[config.mk]
export PLATFORM = sky130hd
export DESIGN_NAME = adc_scan_sequencer
export DESIGN_NICKNAME = d
export VERILOG_FILES = /design/src/rtl/adc_scan_sequencer.sv
export SDC_FILE = /design/constraint.sdc
export NUM_CORES = 1
export LEC_CHECK = 0
export ABC_AREA = 1
export CAP_MARGIN = 20
export CORE_UTILIZATION = 46
export CTS_BUF_LIST = sky130_fd_sc_hd__clkbuf_16
export CTS_CLUSTER_DIAMETER = 60
export DETAILED_ROUTE_END_ITERATION = 12
export HOLD_SLACK_MARGIN = 0.12
export PLACE_DENSITY = 0.83
export SYNTH_ARGS = -nofsm -noshare
export SYNTH_HDL_FRONTEND = slang
export SYNTH_SLANG_ARGS = --single-unit
export TNS_END_PERCENT = 100
[constraint.sdc]
create_clock -name clk -period 1.65 [get_ports clk]
set_input_delay 0.165 -clock clk [delete_from_list [all_inputs] [get_ports clk]]
set_output_delay 0.165 -clock clk [all_outputs]
set_load 0.01 [all_outputs]
[src/rtl/adc_scan_sequencer.sv]
// Round-robin scan of up to four ADC inputs over an I2C master: configure,
// wait for the single-shot conversion, set the pointer, read, publish.
module adc_scan_sequencer #(
    parameter logic [6:0] SLAVE_ADDR       = 7'h48,
    parameter int         CONV_WAIT_CYCLES = 500000,
    parameter int         TIMEOUT_CYCLES   = 1000000,
    parameter int         MAX_RETRIES      = 3
) (
    input  logic        clk,
    input  logic        reset,
    input  logic        enable,
    input  logic [3:0]  ch_mask,
    output logic        i2c_start,
    output logic        i2c_rd_nwr,
    output logic [6:0]  i2c_slave_addr,
    output logic [23:0] i2c_din,
    output logic [1:0]  i2c_bytes_num,
    input  logic [15:0] i2c_dout,
    input  logic        i2c_done,
    input  logic        i2c_error,
    output logic        sample_valid,
    output logic [1:0]  sample_ch,
    output logic [15:0] sample_data,
    output logic [3:0]  ch_fault,
    output logic        busy
);

    localparam int CNT_MAX = (CONV_WAIT_CYCLES > TIMEOUT_CYCLES) ? CONV_WAIT_CYCLES : TIMEOUT_CYCLES;
    localparam int CNT_W   = $clog2(CNT_MAX + 1);
    localparam int RTY_W   = (MAX_RETRIES < 1) ? 1 : $clog2(MAX_RETRIES + 1);

    typedef enum logic [3:0] {
        IDLE, SELECT, CFG_START, CFG_WAIT, CONV_WAIT,
        PTR_START, PTR_WAIT, RD_START, RD_WAIT, PUBLISH
    } state_e;

    state_e             state_q, state_d;
    logic [CNT_W-1:0]   cnt_q, cnt_d;
    logic [RTY_W-1:0]   retry_q, retry_d;
    logic [1:0]         ch_q, ch_d;
    logic [1:0]         last_ch_q, last_ch_d;
    logic               last_vld_q, last_vld_d;
    logic               rd_nwr_q, rd_nwr_d;
    logic [23:0]        din_q, din_d;
    logic [1:0]         bytes_q, bytes_d;
    logic [1:0]         sample_ch_q, sample_ch_d;
    logic [15:0]        sample_data_q, sample_data_d;
    logic [3:0]         fault_q, fault_d;

    logic               ok, fail, expired;
    state_e             next_scan;

    // First set mask bit at or after 'from', wrapping 3 -> 0.
    function automatic logic [1:0] pick_ch(input logic [3:0] mask, input logic [1:0] from);
        logic [1:0] idx;
        logic [1:0] res;
        res = from;
        for (int k = 3; k >= 0; k--) begin
            idx = from + 2'(k);
            if (mask[idx]) res = idx;
        end
        return res;
    endfunction

    function automatic state_e start_of(input state_e s);
        case (s)
            CFG_WAIT: return CFG_START;
            PTR_WAIT: return PTR_START;
            default:  return RD_START;
        endcase
    endfunction

    always_ff @(posedge clk or posedge reset) begin
        if (reset) begin
            state_q <= IDLE;
        end else begin
            state_q <= state_d;
        end
    end

    always_ff @(posedge clk or posedge reset) begin
        if (reset) begin
            cnt_q         <= '0;
            retry_q       <= '0;
            ch_q          <= '0;
            last_ch_q     <= '0;
            last_vld_q    <= 1'b0;
            rd_nwr_q      <= 1'b0;
            din_q         <= '0;
            bytes_q       <= '0;
            sample_ch_q   <= '0;
            sample_data_q <= '0;
            fault_q       <= '0;
        end else begin
            cnt_q         <= cnt_d;
            retry_q       <= retry_d;
            ch_q          <= ch_d;
            last_ch_q     <= last_ch_d;
            last_vld_q    <= last_vld_d;
            rd_nwr_q      <= rd_nwr_d;
            din_q         <= din_d;
            bytes_q       <= bytes_d;
            sample_ch_q   <= sample_ch_d;
            sample_data_q <= sample_data_d;
            fault_q       <= fault_d;
        end
    end

    always_comb begin
        state_d       = state_q;
        cnt_d         = cnt_q;
        retry_d       = retry_q;
        ch_d          = ch_q;
        last_ch_d     = last_ch_q;
        last_vld_d    = last_vld_q;
        rd_nwr_d      = rd_nwr_q;
        din_d         = din_q;
        bytes_d       = bytes_q;
        sample_ch_d   = sample_ch_q;
        sample_data_d = sample_data_q;
        fault_d       = fault_q;

        // cnt holds cycles since the start pulse, so a retry starts TIMEOUT_CYCLES after the last one.
        expired   = (cnt_q == CNT_W'(TIMEOUT_CYCLES - 1));
        ok        = i2c_done && !i2c_error;
        fail      = (i2c_done && i2c_error) || (!i2c_done && expired);
        next_scan = (enable && (ch_mask != 4'b0000)) ? SELECT : IDLE;

        case (state_q)
            IDLE: begin
                if (enable && (ch_mask != 4'b0000)) state_d = SELECT;
            end
            SELECT: begin
                if (ch_mask != 4'b0000) begin
                    ch_d       = pick_ch(ch_mask, last_vld_q ? last_ch_q + 2'd1 : 2'd0);
                    last_ch_d  = ch_d;
                    last_vld_d = 1'b1;
                    retry_d    = '0;
                    state_d    = CFG_START;
                end else begin
                    state_d = IDLE;
                end
            end
            CFG_START: begin
                cnt_d   = CNT_W'(1);
                state_d = CFG_WAIT;
            end
            PTR_START: begin
                cnt_d   = CNT_W'(1);
                state_d = PTR_WAIT;
            end
            RD_START: begin
                cnt_d   = CNT_W'(1);
                state_d = RD_WAIT;
            end
            CFG_WAIT, PTR_WAIT, RD_WAIT: begin
                if (ok) begin
                    retry_d = '0;
                    cnt_d   = '0;
                    if (state_q == CFG_WAIT) begin
                        state_d = CONV_WAIT;
                    end else if (state_q == PTR_WAIT) begin
                        state_d = RD_START;
                    end else begin
                        sample_data_d  = i2c_dout;
                        sample_ch_d    = ch_q;
                        fault_d[ch_q]  = 1'b0;
                        state_d        = PUBLISH;
                    end
                end else if (fail) begin
                    if (retry_q == RTY_W'(MAX_RETRIES)) begin
                        fault_d[ch_q] = 1'b1;
                        retry_d       = '0;
                        state_d       = next_scan;
                    end else begin
                        retry_d = retry_q + 1'b1;
                        state_d = start_of(state_q);
                    end
                end else begin
                    cnt_d = cnt_q + 1'b1;
                end
            end
            CONV_WAIT: begin
                if (cnt_q == CNT_W'(CONV_WAIT_CYCLES - 1)) state_d = PTR_START;
                else cnt_d = cnt_q + 1'b1;
            end
            PUBLISH: begin
                state_d = next_scan;
            end
            default: begin
                state_d = IDLE;
            end
        endcase

        // Transaction fields are loaded on entry to a start state and held through the wait.
        if (state_d != state_q) begin
            case (state_d)
                CFG_START: begin
                    rd_nwr_d = 1'b0;
                    bytes_d  = 2'd3;
                    din_d    = {8'h01, 8'hC3 | {2'b00, ch_d, 4'b0000}, 8'h83};
                end
                PTR_START: begin
                    rd_nwr_d = 1'b0;
                    bytes_d  = 2'd1;
                    din_d    = 24'h000000;
                end
                RD_START: begin
                    rd_nwr_d = 1'b1;
                    bytes_d  = 2'd2;
                end
                default: ;
            endcase
        end
    end

    always_comb begin
        i2c_start      = (state_q == CFG_START) || (state_q == PTR_START) || (state_q == RD_START);
        sample_valid   = (state_q == PUBLISH);
        busy           = (state_q != IDLE);
        i2c_rd_nwr     = rd_nwr_q;
        i2c_slave_addr = SLAVE_ADDR;
        i2c_din        = din_q;
        i2c_bytes_num  = bytes_q;
        sample_ch      = sample_ch_q;
        sample_data    = sample_data_q;
        ch_fault       = fault_q;
    end

endmodule

==> results.py <==
metrics = {
    "clocking": {
        "path_clk_slew_ps": 60,
        "cts-root-buf": "clkbuf_16",
        "clock_latency_ps": 340,
        "cts_tree": "done",
        "cts_sinks": 59,
        "clockBufferDepth": 2,
        "hold_buffers": 0,
        "h-tree-depth": 3,
        "numCtsBuffers": 9,
    },
    "status": {
        "violations": "negative setup slack",
        "outcome": "complete, but fails checks",
    },
    "critical_path": {
        "rr_startpoint": "cnt_q[7]",
        "end_kind": "register",
        "path_max_fanout": 6,
        "critical_path_required_ps": 1930,
        "critPathLaunchType": "register",
        "worstSetupPathType": "reg2reg",
        "startpoint": "cnt_q[7]",
        "arrival_ps": 2270,
    },
    "power_and_ir_drop": {
        "leakage_nw": 2.789,
        "p_per_area_mw_per_mm2": 1848,
        "ir_drop_v": 0.001030,
    },
    "synthesis": {
        "synthTopCellsByArea": "dfrtp_1 (38%), nand2_1 (12%), buf_4 (5.8%), nor2_1 (5.0%), nand3_1 (4.2%)",
        "synthTopCellsByCount": "nand2_1 (124), dfrtp_1 (59), nor2_1 (51)",
        "syn_inst": 507,
        "postSynthAreaPerCell_um2": 7.603,
        "yosysSeqAreaShare_pct": 38.30,
        "synth_seq_cells": 59,
        "synth_top_area_share_pct": 38.30,
        "synth.most_common_cell": "nand2_1",
        "yosysTopAreaCell": "dfrtp_1",
        "synth_ff_type": "dfrtp_1",
        "synth_edf_count": 0,
        "async_flop_share_pct": 100.0,
        "ys_warn_count": 0,
        "netlist_area_mm2": 0.003855,
        "synth_cell_type_count": 43,
    },
    "global_route": {
        "grt_overflow": 0,
        "track_usage_pct": 28.20,
        "first_global_vias": 4073,
        "grt_pass1_wl_um": 18880,
        "antenna_found_initial": 1,
        "grt_max_degree": 60,
    },
    "placement": {
        "port_buffers": 62,
        "place_ws_ps": -349.8,
        "place_congestion": 0.9626,
        "dp_hpwl_um": 7642,
        "dp.cells": 735,
    },
    "floorplanning": {
        "die_x_um": 93.55,
        "initial_core_util_pct": 47.15,
        "rows": 33,
        "die_area_mm2": 0.008751,
        "coreArea_mm2": 0.008175,
        "die_y_um": 93.55,
        "io_pins": 84,
    },
    "routing": {
        "drt_wl_total_um": 15010,
        "initialDrtViolationCount": 484,
        "wl_per_cell_um": 19.19,
        "drc": 0,
        "vias": 4488,
        "first_pass_iters": 8,
        "viasPerCell": 5.739,
        "antenna_left": 0,
    },
    "sta": {
        "hold_ws_ps": 292.0,
        "layout_setup_ws_ps": -343.5,
        "period_needed_ps": 1994,
        "final-hold-violation-count": 0,
        "max_freq_ghz": 0.5016,
        "fin_skew_ps": 6.790,
        "setup_tns_ps": -11910,
        "setup_viol": 58,
        "rsz0062_at_grt": "true",
        "fin_crit_sh_pct": 120.8,
        "drv_slew": 0,
    },
    "final_layout": {
        "fillers": 457,
        "post-route-util_pct": 74.33,
        "final_nets": 698,
        "final_layout_size_suffix_gt1_share_pct": 38.91,
        "area_growth_pct": 57.64,
        "final-instance-count-excl-fill": 782,
    },
    "hold_path": {
        "hp-class": "in2async",
    },
    "job": {
        "cap_violations": 0,
    },
}
## metal layers
metal  global-route usage, %  wire [um]  up-vias
met4                   14.62        962        0
li1                        -          -     1921
met2                   50.31       7490      336
met5                       0          0        -
met3                   8.293       1251      110
met1                   29.96       5301     2121
## per-stage QoR
stage               power [mW]  cell area, um^2
global route             11.76             6075
finish                   11.23             6077
floorplan                5.038             3943
global placement         6.989             5080
CTS                      9.693             5639
detailed placement       7.214             5080
## what timing repair did
action | CTS | global route
setup endpoints to repair | 55 | 59
gates cloned | 1 | 2
hold endpoints to repair | 0 | 0
gates resized for setup | 56 | 75
pin swaps | 12 | 39
setup buffers | 12 | 16
## layout make-up
| class | instances | area, um^2 | area share, % |
|---|---|---|---|
| flip-flops and latches | 59 | 1483 | 24.40 |
| diodes | 1 | 2.502 | 0.04118 |
| inverters | 58 | 227.7 | 3.747 |
| repair buffers | 172 | 1573 | 25.88 |
| multi-input cells | 371 | 2390 | 39.32 |
| clock buffers | 9 | 225.2 | 3.706 |
| clock inverters | 7 | 45.04 | 0.7412 |
| well taps | 105 | 131.4 | 2.162 |
## cells in the final DEF (no fill, tap or decap), drive strengths merged, types with 2 or more instances in the layout
| master | count |
|---|---|
| a21oi | 10 |
| buf | 111 |
| clkbuf | 10 |
| clkdlybuf4s50 | 59 |
| clkinv | 6 |
| clkinvlp | 3 |
| conb | 21 |
| dfrtp | 59 |
| ha | 2 |
| inv | 56 |
| mux2 | 16 |
| nand2 | 134 |
| nand3 | 39 |
| nand3b | 3 |
| nand4 | 7 |
| nor2 | 56 |
| nor3 | 21 |
| o21ai | 45 |
| or2 | 3 |
| xnor2 | 3 |
| xor2 | 6 |
## worst max-delay path, cell delays in order (launching register included)
cell	delay, ps
dfrtp_1	390
nor2_1	170
nand2_1	160
nor2_4	140
nand3_4	120
nand2_4	150
nand2_1	100
nand3_2	120
nand2_1	80
nand2_2	80
nand2_2	80
nor2_2	170
nand2_1	90
nand2_2	70
## logic make-up (layout without fill, tap and decap cells)
group,Yosys count,in the layout,synth area share (%)
other,2,22,0.1948
buffers and inverters,97,246,13.11
muxes,16,16,4.674
DFF,59,59,38.30
adders and majority gates,2,2,0.6490
and+or+nand+nor,262,263,32.72
xor gates and xnor gates,9,9,2.045
AOI/OAI and AO/OA,60,60,8.309
## path summary, 6_finish.rpt
kind | to | slack (ps) | cells after the start
worst max register to register | i2c_din[12] | -340 | 13
worst min register to register | sample_data[11] | 490 | 1
worst min-delay path | sample_data[1] | 290 | 3
min in group clk | sample_data[11] | 420 | 2
worst max-delay path | i2c_din[12] | -340 | 13
max in group asynchronous | state_q[0] | 1080 | 3
## registers in the layout (all words and copies together), names as in the netlist, named ones only
| register | flops |
|---|---|
| cnt_q | 20 |
| sample_data | 16 |
| state_q | 4 |
| i2c_din | 3 |
| ch_q | 2 |
| i2c_bytes_num | 2 |
| last_ch_q | 2 |
| retry_q | 2 |
| sample_ch | 2 |
| i2c_rd_nwr | 1 |
| last_vld_q | 1 |
## power breakdown
| group | internal [mW] | total (mW) | switching (mW) | leakage [nW] |
|---|---|---|---|---|
| clock | 1.01 | 1.77 | 0.759 | 0.125 |
| sequential | 1.92 | 2.39 | 0.464 | 0.752 |
| combinational | 3.29 | 7.08 | 3.79 | 1.91 |
(Power assumes the default switching activity.)
